==> src/rtl/ex_muldiv_unit_pkg.sv <==
// Shared RV32M definitions: func3 encodings, FSM state codes and architectural constants.
package rv32m_pkg;
  localparam int XLEN  = 32;
  localparam int STEPS = 32;

  localparam logic [31:0] DIV0_QUOT = 32'hFFFF_FFFF;
  localparam logic [31:0] INT_MIN   = 32'h8000_0000;

  localparam logic [2:0] F3_MUL    = 3'b000;
  localparam logic [2:0] F3_MULH   = 3'b001;
  localparam logic [2:0] F3_MULHSU = 3'b010;
  localparam logic [2:0] F3_MULHU  = 3'b011;
  localparam logic [2:0] F3_DIV    = 3'b100;
  localparam logic [2:0] F3_DIVU   = 3'b101;
  localparam logic [2:0] F3_REM    = 3'b110;
  localparam logic [2:0] F3_REMU   = 3'b111;

  typedef logic [1:0] state_t;
  localparam state_t ST_IDLE = 2'd0;
  localparam state_t ST_CALC = 2'd1;
  localparam state_t ST_DONE = 2'd2;
endpackage

==> src/rtl/ex_muldiv_unit_if.sv <==
// EX-stage handshake between the ID/EX pipeline control and the mul/div unit.
interface ex_muldiv_unit_if;
  logic        START;
  logic        FLUSH;
  logic        STALL_IN;
  logic [2:0]  FUNC3;
  logic [31:0] OPERAND_A;
  logic [31:0] OPERAND_B;
  logic        BUSY;
  logic        DONE;
  logic [31:0] RESULT;

  modport master (output START, FLUSH, STALL_IN, FUNC3, OPERAND_A, OPERAND_B,
                  input  BUSY, DONE, RESULT);
  modport slave  (input  START, FLUSH, STALL_IN, FUNC3, OPERAND_A, OPERAND_B,
                  output BUSY, DONE, RESULT);
endinterface

==> src/rtl/ex_muldiv_unit_sign_adjust.sv <==
// Sign handling for the mul/div unit: operand magnitudes and result sign on entry,
// negation and word selection of the final product/quotient/remainder on exit.
module muldiv_sign_adjust
  import rv32m_pkg::*;
(
  input  logic [2:0]  func3,
  input  logic [31:0] op_a,
  input  logic [31:0] op_b,
  output logic [31:0] mag_a,
  output logic [31:0] mag_b,
  output logic        ent_neg,
  input  logic [63:0] fin_acc,
  input  logic [32:0] fin_rem,
  input  logic        fin_neg,
  output logic [31:0] result
);
  logic        sgn_a, sgn_b, neg_a, neg_b;
  logic [63:0] sel, adj;

  always_comb begin
    sgn_a   = func3 inside {F3_MULH, F3_MULHSU, F3_DIV, F3_REM};
    sgn_b   = func3 inside {F3_MULH, F3_DIV, F3_REM};
    neg_a   = sgn_a & op_a[31];
    neg_b   = sgn_b & op_b[31];
    mag_a   = neg_a ? -op_a : op_a;
    mag_b   = neg_b ? -op_b : op_b;
    // MULHSU and REM take their sign from the dividend/multiplicand alone
    ent_neg = (func3 == F3_MULHSU || func3 == F3_REM) ? neg_a : (neg_a ^ neg_b);
    sel     = (func3 inside {F3_REM, F3_REMU}) ? {31'b0, fin_rem} : fin_acc;
    adj     = fin_neg ? -sel : sel;
    result  = (func3 == F3_MUL || func3[2]) ? adj[31:0] : adj[63:32];
  end
endmodule

==> src/rtl/ex_muldiv_unit.sv <==
// Iterative RV32M multiply/divide unit (32 steps). Define MULDIV_FAST_MUL_EN for a
// single-cycle multiplier; divides stay iterative either way.
module ex_muldiv_unit
  import rv32m_pkg::*;
(
  input  logic            CLK,
  input  logic            RESET_N,
  ex_muldiv_unit_if.slave bus
);
  state_t            state;
  logic [4:0]        count;
  logic [2:0]        f3;
  logic              neg;
  logic [XLEN-1:0]   opb, rem, result_q;
  logic [2*XLEN-1:0] acc;

  logic accept;
  assign accept     = (state == ST_IDLE) && bus.START && !bus.FLUSH;
  assign bus.BUSY   = accept || (state == ST_CALC);
  assign bus.DONE   = (state == ST_DONE);
  assign bus.RESULT = result_q;

  // one step: shift-add multiply in acc, or restoring divide with quotient in acc[31:0]
  logic [XLEN:0]     msum, r_sh, diff, rem_next;
  logic              ge;
  logic [2*XLEN-1:0] acc_next;
  always_comb begin
    msum     = {1'b0, acc[63:32]} + (acc[0] ? {1'b0, opb} : 33'd0);
    r_sh     = {rem, acc[31]};
    ge       = r_sh >= {1'b0, opb};
    diff     = r_sh - {1'b0, opb};
    rem_next = ge ? diff : r_sh;
    acc_next = f3[2] ? {32'b0, acc[30:0], ge} : {msum, acc[31:1]};
  end

  logic [2:0]  sa_f3;
  logic [31:0] mag_a, mag_b, fin_res;
  logic        ent_neg;
  assign sa_f3 = (state == ST_IDLE) ? bus.FUNC3 : f3;

  muldiv_sign_adjust u_sadj (
    .func3   (sa_f3),
    .op_a    (bus.OPERAND_A),
    .op_b    (bus.OPERAND_B),
    .mag_a   (mag_a),
    .mag_b   (mag_b),
    .ent_neg (ent_neg),
    .fin_acc (acc_next),
    .fin_rem (rem_next),
    .fin_neg (neg),
    .result  (fin_res)
  );

  logic        div0, ovf;
  logic [31:0] spec_res;
  always_comb begin
    div0     = bus.FUNC3[2] && (bus.OPERAND_B == '0);
    ovf      = bus.FUNC3[2] && !bus.FUNC3[0] &&
               (bus.OPERAND_A == INT_MIN) && (bus.OPERAND_B == '1);
    spec_res = '0;
    if (div0)     spec_res = bus.FUNC3[1] ? bus.OPERAND_A : DIV0_QUOT;
    else if (ovf) spec_res = bus.FUNC3[1] ? 32'd0 : INT_MIN;
  end

`ifdef MULDIV_FAST_MUL_EN
  logic signed [32:0] fa, fb;
  logic signed [63:0] fp;
  logic               fast;
  logic [31:0]        fast_res;
  always_comb begin
    fa       = {(bus.FUNC3 != F3_MULHU) & bus.OPERAND_A[31], bus.OPERAND_A};
    fb       = {((bus.FUNC3 == F3_MUL) || (bus.FUNC3 == F3_MULH)) & bus.OPERAND_B[31],
                bus.OPERAND_B};
    fp       = fa * fb;
    fast     = !bus.FUNC3[2];
    fast_res = (bus.FUNC3 == F3_MUL) ? fp[31:0] : fp[63:32];
  end
`else
  logic        fast;
  logic [31:0] fast_res;
  assign fast     = 1'b0;
  assign fast_res = '0;
`endif

  always_ff @(posedge CLK or negedge RESET_N) begin
    if (!RESET_N) begin
      state    <= ST_IDLE;
      count    <= '0;
      f3       <= '0;
      neg      <= 1'b0;
      opb      <= '0;
      rem      <= '0;
      acc      <= '0;
      result_q <= '0;
    end else if (bus.FLUSH) begin
      state <= ST_IDLE;
      count <= '0;
    end else begin
      case (state)
        ST_IDLE: if (bus.START) begin
          f3    <= bus.FUNC3;
          neg   <= ent_neg;
          count <= '0;
          if (div0 || ovf) begin
            result_q <= spec_res;
            state    <= ST_DONE;
          end else if (fast) begin
            result_q <= fast_res;
            state    <= ST_DONE;
          end else begin
            state <= ST_CALC;
            rem   <= '0;
            opb   <= bus.FUNC3[2] ? mag_b : mag_a;
            acc   <= {32'b0, bus.FUNC3[2] ? mag_a : mag_b};
          end
        end
        ST_CALC: begin
          acc   <= acc_next;
          rem   <= rem_next[31:0];
          count <= count + 5'd1;
          if (count == 5'(STEPS - 1)) begin
            result_q <= fin_res;
            state    <= ST_DONE;
          end
        end
        // waiting in DONE keeps a held START from being taken twice
        ST_DONE: if (!bus.STALL_IN) state <= ST_IDLE;
        default: state <= ST_IDLE;
      endcase
    end
  end
endmodule

==> src/flat_wrapper.sv <==
// flat-port wrapper written by rule: the top's interface ports become plain ports
module ex_muldiv_unit_flat import rv32m_pkg::*;
  (CLK, RESET_N, bus_START, bus_FLUSH, bus_STALL_IN, bus_FUNC3, bus_OPERAND_A, bus_OPERAND_B, bus_BUSY, bus_DONE, bus_RESULT);
  ex_muldiv_unit_if bus_i ();
  input  logic CLK;
  input  logic RESET_N;
  input wire logic [$bits(bus_i.START)-1:0] bus_START;
  input wire logic [$bits(bus_i.FLUSH)-1:0] bus_FLUSH;
  input wire logic [$bits(bus_i.STALL_IN)-1:0] bus_STALL_IN;
  input wire logic [$bits(bus_i.FUNC3)-1:0] bus_FUNC3;
  input wire logic [$bits(bus_i.OPERAND_A)-1:0] bus_OPERAND_A;
  input wire logic [$bits(bus_i.OPERAND_B)-1:0] bus_OPERAND_B;
  output wire logic [$bits(bus_i.BUSY)-1:0] bus_BUSY;
  output wire logic [$bits(bus_i.DONE)-1:0] bus_DONE;
  output wire logic [$bits(bus_i.RESULT)-1:0] bus_RESULT;
  assign bus_i.START = bus_START;
  assign bus_i.FLUSH = bus_FLUSH;
  assign bus_i.STALL_IN = bus_STALL_IN;
  assign bus_i.FUNC3 = bus_FUNC3;
  assign bus_i.OPERAND_A = bus_OPERAND_A;
  assign bus_i.OPERAND_B = bus_OPERAND_B;
  assign bus_BUSY = bus_i.BUSY;
  assign bus_DONE = bus_i.DONE;
  assign bus_RESULT = bus_i.RESULT;
  ex_muldiv_unit u_core (.CLK(CLK), .RESET_N(RESET_N), .bus(bus_i));
endmodule
==> config.mk <==
export PLATFORM = sky130hd
export DESIGN_NAME = ex_muldiv_unit_flat
export DESIGN_NICKNAME = d
export VERILOG_FILES = /design/src/rtl/ex_muldiv_unit_pkg.sv /design/src/rtl/ex_muldiv_unit_if.sv /design/src/rtl/ex_muldiv_unit_sign_adjust.sv /design/src/rtl/ex_muldiv_unit.sv /design/src/flat_wrapper.sv
export SDC_FILE = /design/constraint.sdc
export NUM_CORES = 1
export LEC_CHECK = 0
export CAP_MARGIN = 20
export CORE_MARGIN = 5
export CORE_UTILIZATION = 55
export DETAILED_ROUTE_END_ITERATION = 12
export PLACE_DENSITY = 0.8
export SYNTH_ARGS = -nofsm -noshare
export SYNTH_HDL_FRONTEND = slang
export SYNTH_SLANG_ARGS = --single-unit
export TNS_END_PERCENT = 20
==> constraint.sdc <==
create_clock -name CLK -period 11.6 [get_ports CLK]
set_input_delay 2.32 -clock CLK [delete_from_list [all_inputs] [get_ports CLK]]
set_output_delay 2.32 -clock CLK [all_outputs]
set_load 0.05 [all_outputs]
==> results of run 1 <==
-- sequential cells by signal (all words and copies together) (netlist names) --
name and count:
u_core.opb 32, u_core.acc 64, u_core.neg 1, u_core.state 2
u_core.bus.RESULT 32, u_core.rem 32, u_core.f3 3, u_core.count 5
-- critical path, stage by stage --
cell and delay (ns):
clkdlybuf4s50_1 0.70, nor4bb_1 0.32, buf_4 0.20, a31o_2 0.51, buf_4 0.42, nand3_2 0.24
o211ai_1 0.29, or4b_1 0.45, or4b_1 0.73, nor4_2 0.75, a211oi_1 0.16, o31ai_1 0.41
o311ai_1 0.16
-- cells in the final DEF, fill, tap and decap left out, types with 16 or more instances in the layout --
| cell | count |
|---|---|
| a211oi_1 | 27 |
| o21ai_1 | 19 |
| and2_1 | 51 |
| a21oi_1 | 204 |
| nand2b_1 | 16 |
| mux2i_1 | 84 |
| clkdlybuf4s50_1 | 103 |
| a31oi_1 | 33 |
| inv_1 | 63 |
| nor4_1 | 22 |
| clkbuf_16 | 17 |
| nand3_1 | 58 |
| buf_4 | 27 |
| dfrtp_1 | 169 |
| nand2_1 | 271 |
| or3_1 | 34 |
| xor2_1 | 58 |
| o21ai_0 | 250 |
| nor2_1 | 207 |
| o211ai_1 | 31 |
| a22o_1 | 21 |
| nand4_1 | 39 |
| o31ai_1 | 42 |
| ha_1 | 70 |
| xnor2_1 | 78 |
| nor3_1 | 63 |
| a21o_1 | 34 |
| and3_1 | 20 |
-- metal layers --
metal / track usage / wire length [um] / up-vias
li1: - / - / 8724
met1: 0.511 / 28000 / 9194
met2: 0.590 / 30700 / 1279
met3: 0.105 / 8550 / 254
met4: 0.219 / 4910 / 0
met5: 0 / 0 / -
-- how the worst min path moves through the flow --
stage,startpoint,endpoint,slack [ns],cells after the start
4_1_cts,u_core.acc[50],u_core.acc[50],0.50,2
6_report,u_core.acc[56],u_core.acc[56],0.49,2
5_1_grt,u_core.acc[50],u_core.acc[50],0.50,2
3_5_place_dp,u_core.acc[50],u_core.acc[50],0.48,2
3_3_place_gp,u_core.acc[46],u_core.acc[46],0.47,2
2_1_floorplan,u_core.acc[55],u_core.acc[55],0.46,2
-- power by group through the flow --
stage                     clock network (mW)  registers, mW  logic [mW]
after floorplan                            0          0.753       0.977
after global placement                     0          0.802        1.44
after detailed placement                   0          0.806        1.45
after CTS                              0.589          0.795        1.46
after global routing                   0.607          0.810        1.61
final                                  0.593          0.806        1.52
-- area by class of cell --
| type | instances | area (um2) | area share |
|---|---|---|---|
| clock inverter | 13 | 124 | 0.00642 |
| multi-input combinational | 1984 | 12400 | 0.645 |
| inverter | 63 | 236 | 0.0123 |
| timing repair buffer | 132 | 1260 | 0.0651 |
| sequential | 171 | 4280 | 0.222 |
| tap | 402 | 503 | 0.0261 |
| clock buffer | 19 | 443 | 0.0230 |
-- per-stage QoR --
stage / setup slack, ns / instance area, um2
2_1_floorplan: 4.31 / 17600
3_3_place_gp: 4.04 / 18700
3_5_place_dp: 3.86 / 18700
4_1_cts: 4.37 / 19300
5_1_grt: 3.92 / 19300
6_report: 4.24 / 19300
-- logic make-up after synthesis --
family                     share of synthesized area
AOI/OAI and AO/OA                              0.292
xor gates and xnor gates                      0.0678
adders and majority gates                     0.0521
buffers and inverters                         0.0511
DFF                                            0.244
muxes                                         0.0568
and+or+nand+nor                                0.237
==> flow_metrics.env, run 1 <==
export IMPL_clock_tree_root_cell="clkbuf_16"
export IMPL_grt_pass1_wl_mm=108
export IMPL_peakVddDrop_v=0.000126
export IMPL_postCtsSetupBuffers=0
export IMPL_p_int_mw=1.46
export IMPL_r2r_slack_ns=4.92
export IMPL_antenna_found_initial=0
export IMPL_p_seq_frac=0.276
export IMPL_antennaDiodeCount=0
export IMPL_yosysWarnings=0
export IMPL_portBuffers=105
export IMPL_htreeDepth=4
export IMPL_reg2reg_depth=16
export IMPL_synthDistinctLibCells=85
export IMPL_crit_path_end="u_core.bus.RESULT[3]"
export IMPL_synth_edff_count=0
export IMPL_instances_no_fill=2784
export IMPL_cts_tree="yes"
export IMPL_finalCritPeriodShare=0.635
export IMPL_r2r_start="u_core.opb[20]"
export IMPL_grt_ovfl_total=0
export IMPL_drtIter0Drc=2643
export IMPL_maxCapViolCount=0
export IMPL_cts_buffers=17
export IMPL_clkPwrFrac=0.203
export IMPL_initial_core_util=0.557
export IMPL_synth_cells=2384
export IMPL_cp_arrival_ns=7.67
export IMPL_die_w_um=189
export IMPL_fill_cells=2852
export IMPL_clkTransAtPathRegs_ns=0.08
export IMPL_end_kind="flip-flop"
export IMPL_wl_per_cell_um=25.9
export IMPL_dp_hpwl_mm=55.7
export IMPL_finalNetCount=2513
export IMPL_core_area_um2=31600
export IMPL_syn_area_um2=17600
export IMPL_ys_seq_area_frac=0.244
export IMPL_grt_pass1_vias=17928
export IMPL_status="complete, no violations"
export IMPL_hold_slack_ns=0.492
export IMPL_p_per_area_nw_per_um2=152
export IMPL_cp_startpoint="bus_FUNC3[1]"
export IMPL_netSwitchingFraction=0.501
export IMPL_yosys_top_cells_count="nand2_1, o21ai_0, nor2_1"
export IMPL_grt_max_degree=103
export IMPL_vias=19451
export IMPL_area_growth_pct=9.79
export IMPL_gp_congestion=1.04
export IMPL_fin_tns_setup_ns=0
export IMPL_path_class="in2reg"
export IMPL_chipHeight_um=189
export IMPL_finish_utilization=0.611
export IMPL_vias_per_cell=6.99
export IMPL_syn_nets=2528
export IMPL_p_switching_mw=1.46
export IMPL_fmax_mhz=136
export IMPL_comb_power_share=0.521
export IMPL_drtPass1Iterations=7
export IMPL_syn_area_per_cell_um2=7.37
export IMPL_ios=106
export IMPL_slew_viol_final=0
export IMPL_cts_hold_buf=0
export IMPL_grt_setup_unrepaired="false"
export IMPL_final_antenna_net_count=0
export IMPL_wl_mm=72.2
export IMPL_synth_ff_latch_count=171
export IMPL_post_cts_resized=0
export IMPL_crit_fanout=27
export IMPL_yosys_top_cells_area="dfrtp_1, o21ai_0, a21oi_1, nand2_1, ha_1"
export IMPL_tightest_slew_ns=1.15
export IMPL_r2r_end="u_core.bus.RESULT[30]"
export IMPL_cts_sinks=171
export IMPL_slew_limit_headroom=0.232
export IMPL_power_leakage_nw=7.96
export IMPL_drive_gt1_frac=0.0462
export IMPL_drc_errors=0
export IMPL_total_power_mw=2.92
export IMPL_insertion_delay_ns=0.47
export IMPL_rows=65
export IMPL_min_period_ns=7.36
export IMPL_grt_usage=0.392
export IMPL_crit_required_ns=11.91
export IMPL_clock_path_buffers=2
export IMPL_final_setup_viol_count=0
export IMPL_synth_most_common_cell="nand2_1"
export IMPL_hold_class="reg2reg"
export IMPL_skew_ns=0.0165
export IMPL_synth_main_ff_cell="dfrtp_1"
export IMPL_dp_cells=2751
export IMPL_synth_top_area_frac=0.244
export IMPL_start_kind="primary input"
export IMPL_async_reset_ff_frac=1.00
export IMPL_synth_largest_area_cell="dfrtp_1"
export IMPL_finalHoldViolations=0
export IMPL_dieArea_um2=35600
(Power assumes the default switching activity.)
==> run 2: changes to the inputs <==
==> constraint.sdc (replaced) <==
create_clock -name CLK -period 6.9 [get_ports CLK]
set_input_delay 1.38 -clock CLK [delete_from_list [all_inputs] [get_ports CLK]]
set_output_delay 1.38 -clock CLK [all_outputs]
set_load 0.05 [all_outputs]
==> flow_metrics.env, run 2 (synthesis gave the netlist of run 1 again) <==
export IMPL_final_cell_area_um2=19600
export IMPL_critPathBufInv=2
export IMPL_status="complete, no violations"
export IMPL_slew_viol_final=0
export IMPL_peakVddDrop_v=0.000200
export IMPL_skew_ns=0.0251
export IMPL_min_period_ns=5.95
export IMPL_path_cells="inv_1, ha_1, fa_1, nand2b_1, a21oi_1, o21ai_1, a21oi_1, nor2_1, xor2_1, o211ai_1, or4b_1, or4b_1, nor4_2, buf_4, a21oi_1, nor3_1, o21ai_1"
export IMPL_cp_arrival_ns=6.28
export IMPL_p_seq_frac=0.259
export IMPL_netSwitchingFraction=0.505
export IMPL_cp_startpoint="u_core.acc[31]"
export IMPL_tightest_slew_ns=1.06
export IMPL_p_int_mw=2.47
export IMPL_slew_limit_headroom=0.284
export IMPL_end_kind="flip-flop"
export IMPL_drive_gt1_frac=0.0585
export IMPL_largest_reg_flops=64
export IMPL_area_growth_pct=11.3
export IMPL_antenna_found_initial=6
export IMPL_chipHeight_um=189
export IMPL_crit_required_ns=7.23
export IMPL_dieArea_um2=35600
export IMPL_finalNetCount=2543
export IMPL_placed_area_um2=18900
export IMPL_rows=65
export IMPL_gp_congestion=1.09
export IMPL_total_power_mw=4.99
export IMPL_drc_errors=0
export IMPL_fmax_mhz=168
export IMPL_clkTransAtPathRegs_ns=0.08
export IMPL_fill_cells=2848
export IMPL_cpPeakStageDelay_ns=0.73
export IMPL_p_per_area_nw_per_um2=255
export IMPL_slowest_stage="or4b_1"
export IMPL_maxCapViolCount=0
export IMPL_clkPwrFrac=0.200
export IMPL_power_leakage_nw=8.12
export IMPL_htreeDepth=4
export IMPL_portBuffers=105
export IMPL_clock_path_buffers=2
export IMPL_grt_setup_unrepaired="false"
export IMPL_r2r_start="u_core.acc[31]"
export IMPL_comb_power_share=0.541
export IMPL_wl_mm=76.7
export IMPL_initial_core_util=0.557
export IMPL_insertion_delay_ns=0.49
export IMPL_finalCritPeriodShare=0.863
export IMPL_finish_utilization=0.620
export IMPL_final_common_cell="nand2_1"
export IMPL_cts_sinks=171
export IMPL_cts_buffers=17
export IMPL_grt_ovfl_total=0
export IMPL_p_switching_mw=2.52
export IMPL_dp_hpwl_mm=59.6
export IMPL_critPathTopFamily="simple AND/OR/NAND/NOR gates"
export IMPL_start_kind="flip-flop"
export IMPL_cts_tree="yes"
export IMPL_wl_met3_mm=9.61
export IMPL_vias_per_cell=7.08
export IMPL_grt_pass1_vias=18168
export IMPL_cts_hold_buf=0
export IMPL_crit_fanout=10
export IMPL_wl_met1_mm=29.0
export IMPL_min_from="u_core.bus.RESULT[23]"
export IMPL_regMostFlops="u_core.acc"
export IMPL_die_w_um=189
export IMPL_path_common_cell="a21oi_1"
export IMPL_postCtsSetupBuffers=0
export IMPL_final_setup_viol_count=0
export IMPL_final_antenna_net_count=0
export IMPL_clock_tree_root_cell="clkbuf_16"
export IMPL_hold_class="reg2reg"
export IMPL_wl_met2_mm=32.4
export IMPL_fin_tns_setup_ns=0
export IMPL_post_cts_resized=0
export IMPL_routed_top_layer="met5"
export IMPL_grt_pass1_wl_mm=114
export IMPL_grt_usage=0.415
export IMPL_path_class="reg2reg"
export IMPL_grt_max_degree=118
export IMPL_finalHoldViolations=0
export IMPL_wl_per_cell_um=27.2
export IMPL_core_area_um2=31600
export IMPL_final_cell_mix="nand2_1, o21ai_0, nor2_1, a21oi_1, dfrtp_1"
export IMPL_vias=19941
export IMPL_ios=106
export IMPL_drtIter0Drc=3026
export IMPL_drtPass1Iterations=6
-- run 2: changes by cell type in the layout (fill, tap and decap cells not counted), sizes merged --
| cell | change |
|---|---|
| buf | +30 |
| clkbuf | -2 |
| inv | +2 |
| diode | +4 |
-- run 2: layout make-up --
type                            instances  area (um2)  area share
Sequential cell                       171        4280       0.219
Tap cell                              402         503      0.0257
Clock buffer                           17         425      0.0218
Inverter                               63         236      0.0121
Timing Repair Buffer                  162        1510      0.0774
Clock inverter                         15         141     0.00723
Antenna cell                            4        10.0    0.000512
Multi-Input combinational cell       1984       12400       0.636
-- run 2: routing by layer --
layer  track usage  vias up
li1              -     8779
met3         0.107      289
met2         0.614     1507
met5             0        -
met4         0.257        8
met1         0.544     9358
-- run 2: worst register-to-register path: stages, from the launching register on --
cell and delay [ns]:
dfrtp_1 0.42, inv_1 0.07, ha_1 0.23, fa_1 0.41
nand2b_1 0.19, a21oi_1 0.44, o21ai_1 0.32, a21oi_1 0.41
nor2_1 0.13, xor2_1 0.36, o211ai_1 0.29, or4b_1 0.53
or4b_1 0.73, nor4_2 0.37, buf_4 0.20, a21oi_1 0.07
nor3_1 0.49, o21ai_1 0.15
-- run 2: power groups by stage --
stage               logic [mW]  clock network, mW  registers (mW)
finish                    2.70              0.999            1.29
global route              2.83               1.04            1.30
floorplan                 1.64                  0            1.27
CTS                       2.58              0.992            1.28
detailed placement        2.56                  0            1.30
global placement          2.55                  0            1.29
-- run 2: worst paths after layout --
check | to | slack [ns] | depth (start not counted)
min | u_core.bus.RESULT[23] | 0.48 | 2
min reg2reg | u_core.bus.RESULT[23] | 0.48 | 2
max in group asynchronous | u_core.bus.RESULT[18] | 4.57 | 2
max | u_core.bus.RESULT[7] | 0.95 | 17
min in group asynchronous | u_core.acc[48] | 0.93 | 1
max reg2reg | u_core.bus.RESULT[7] | 0.95 | 17
-- run 2: metrics by stage --
step	hold slack (ns)	instances	setup slack [ns]
finish	0.484	2818	0.947
global placement	0.468	2780	0.921
CTS	0.483	2813	1.18
detailed placement	0.468	2781	0.781
floorplan	0.455	2384	0.546
global route	0.523	2814	0.772
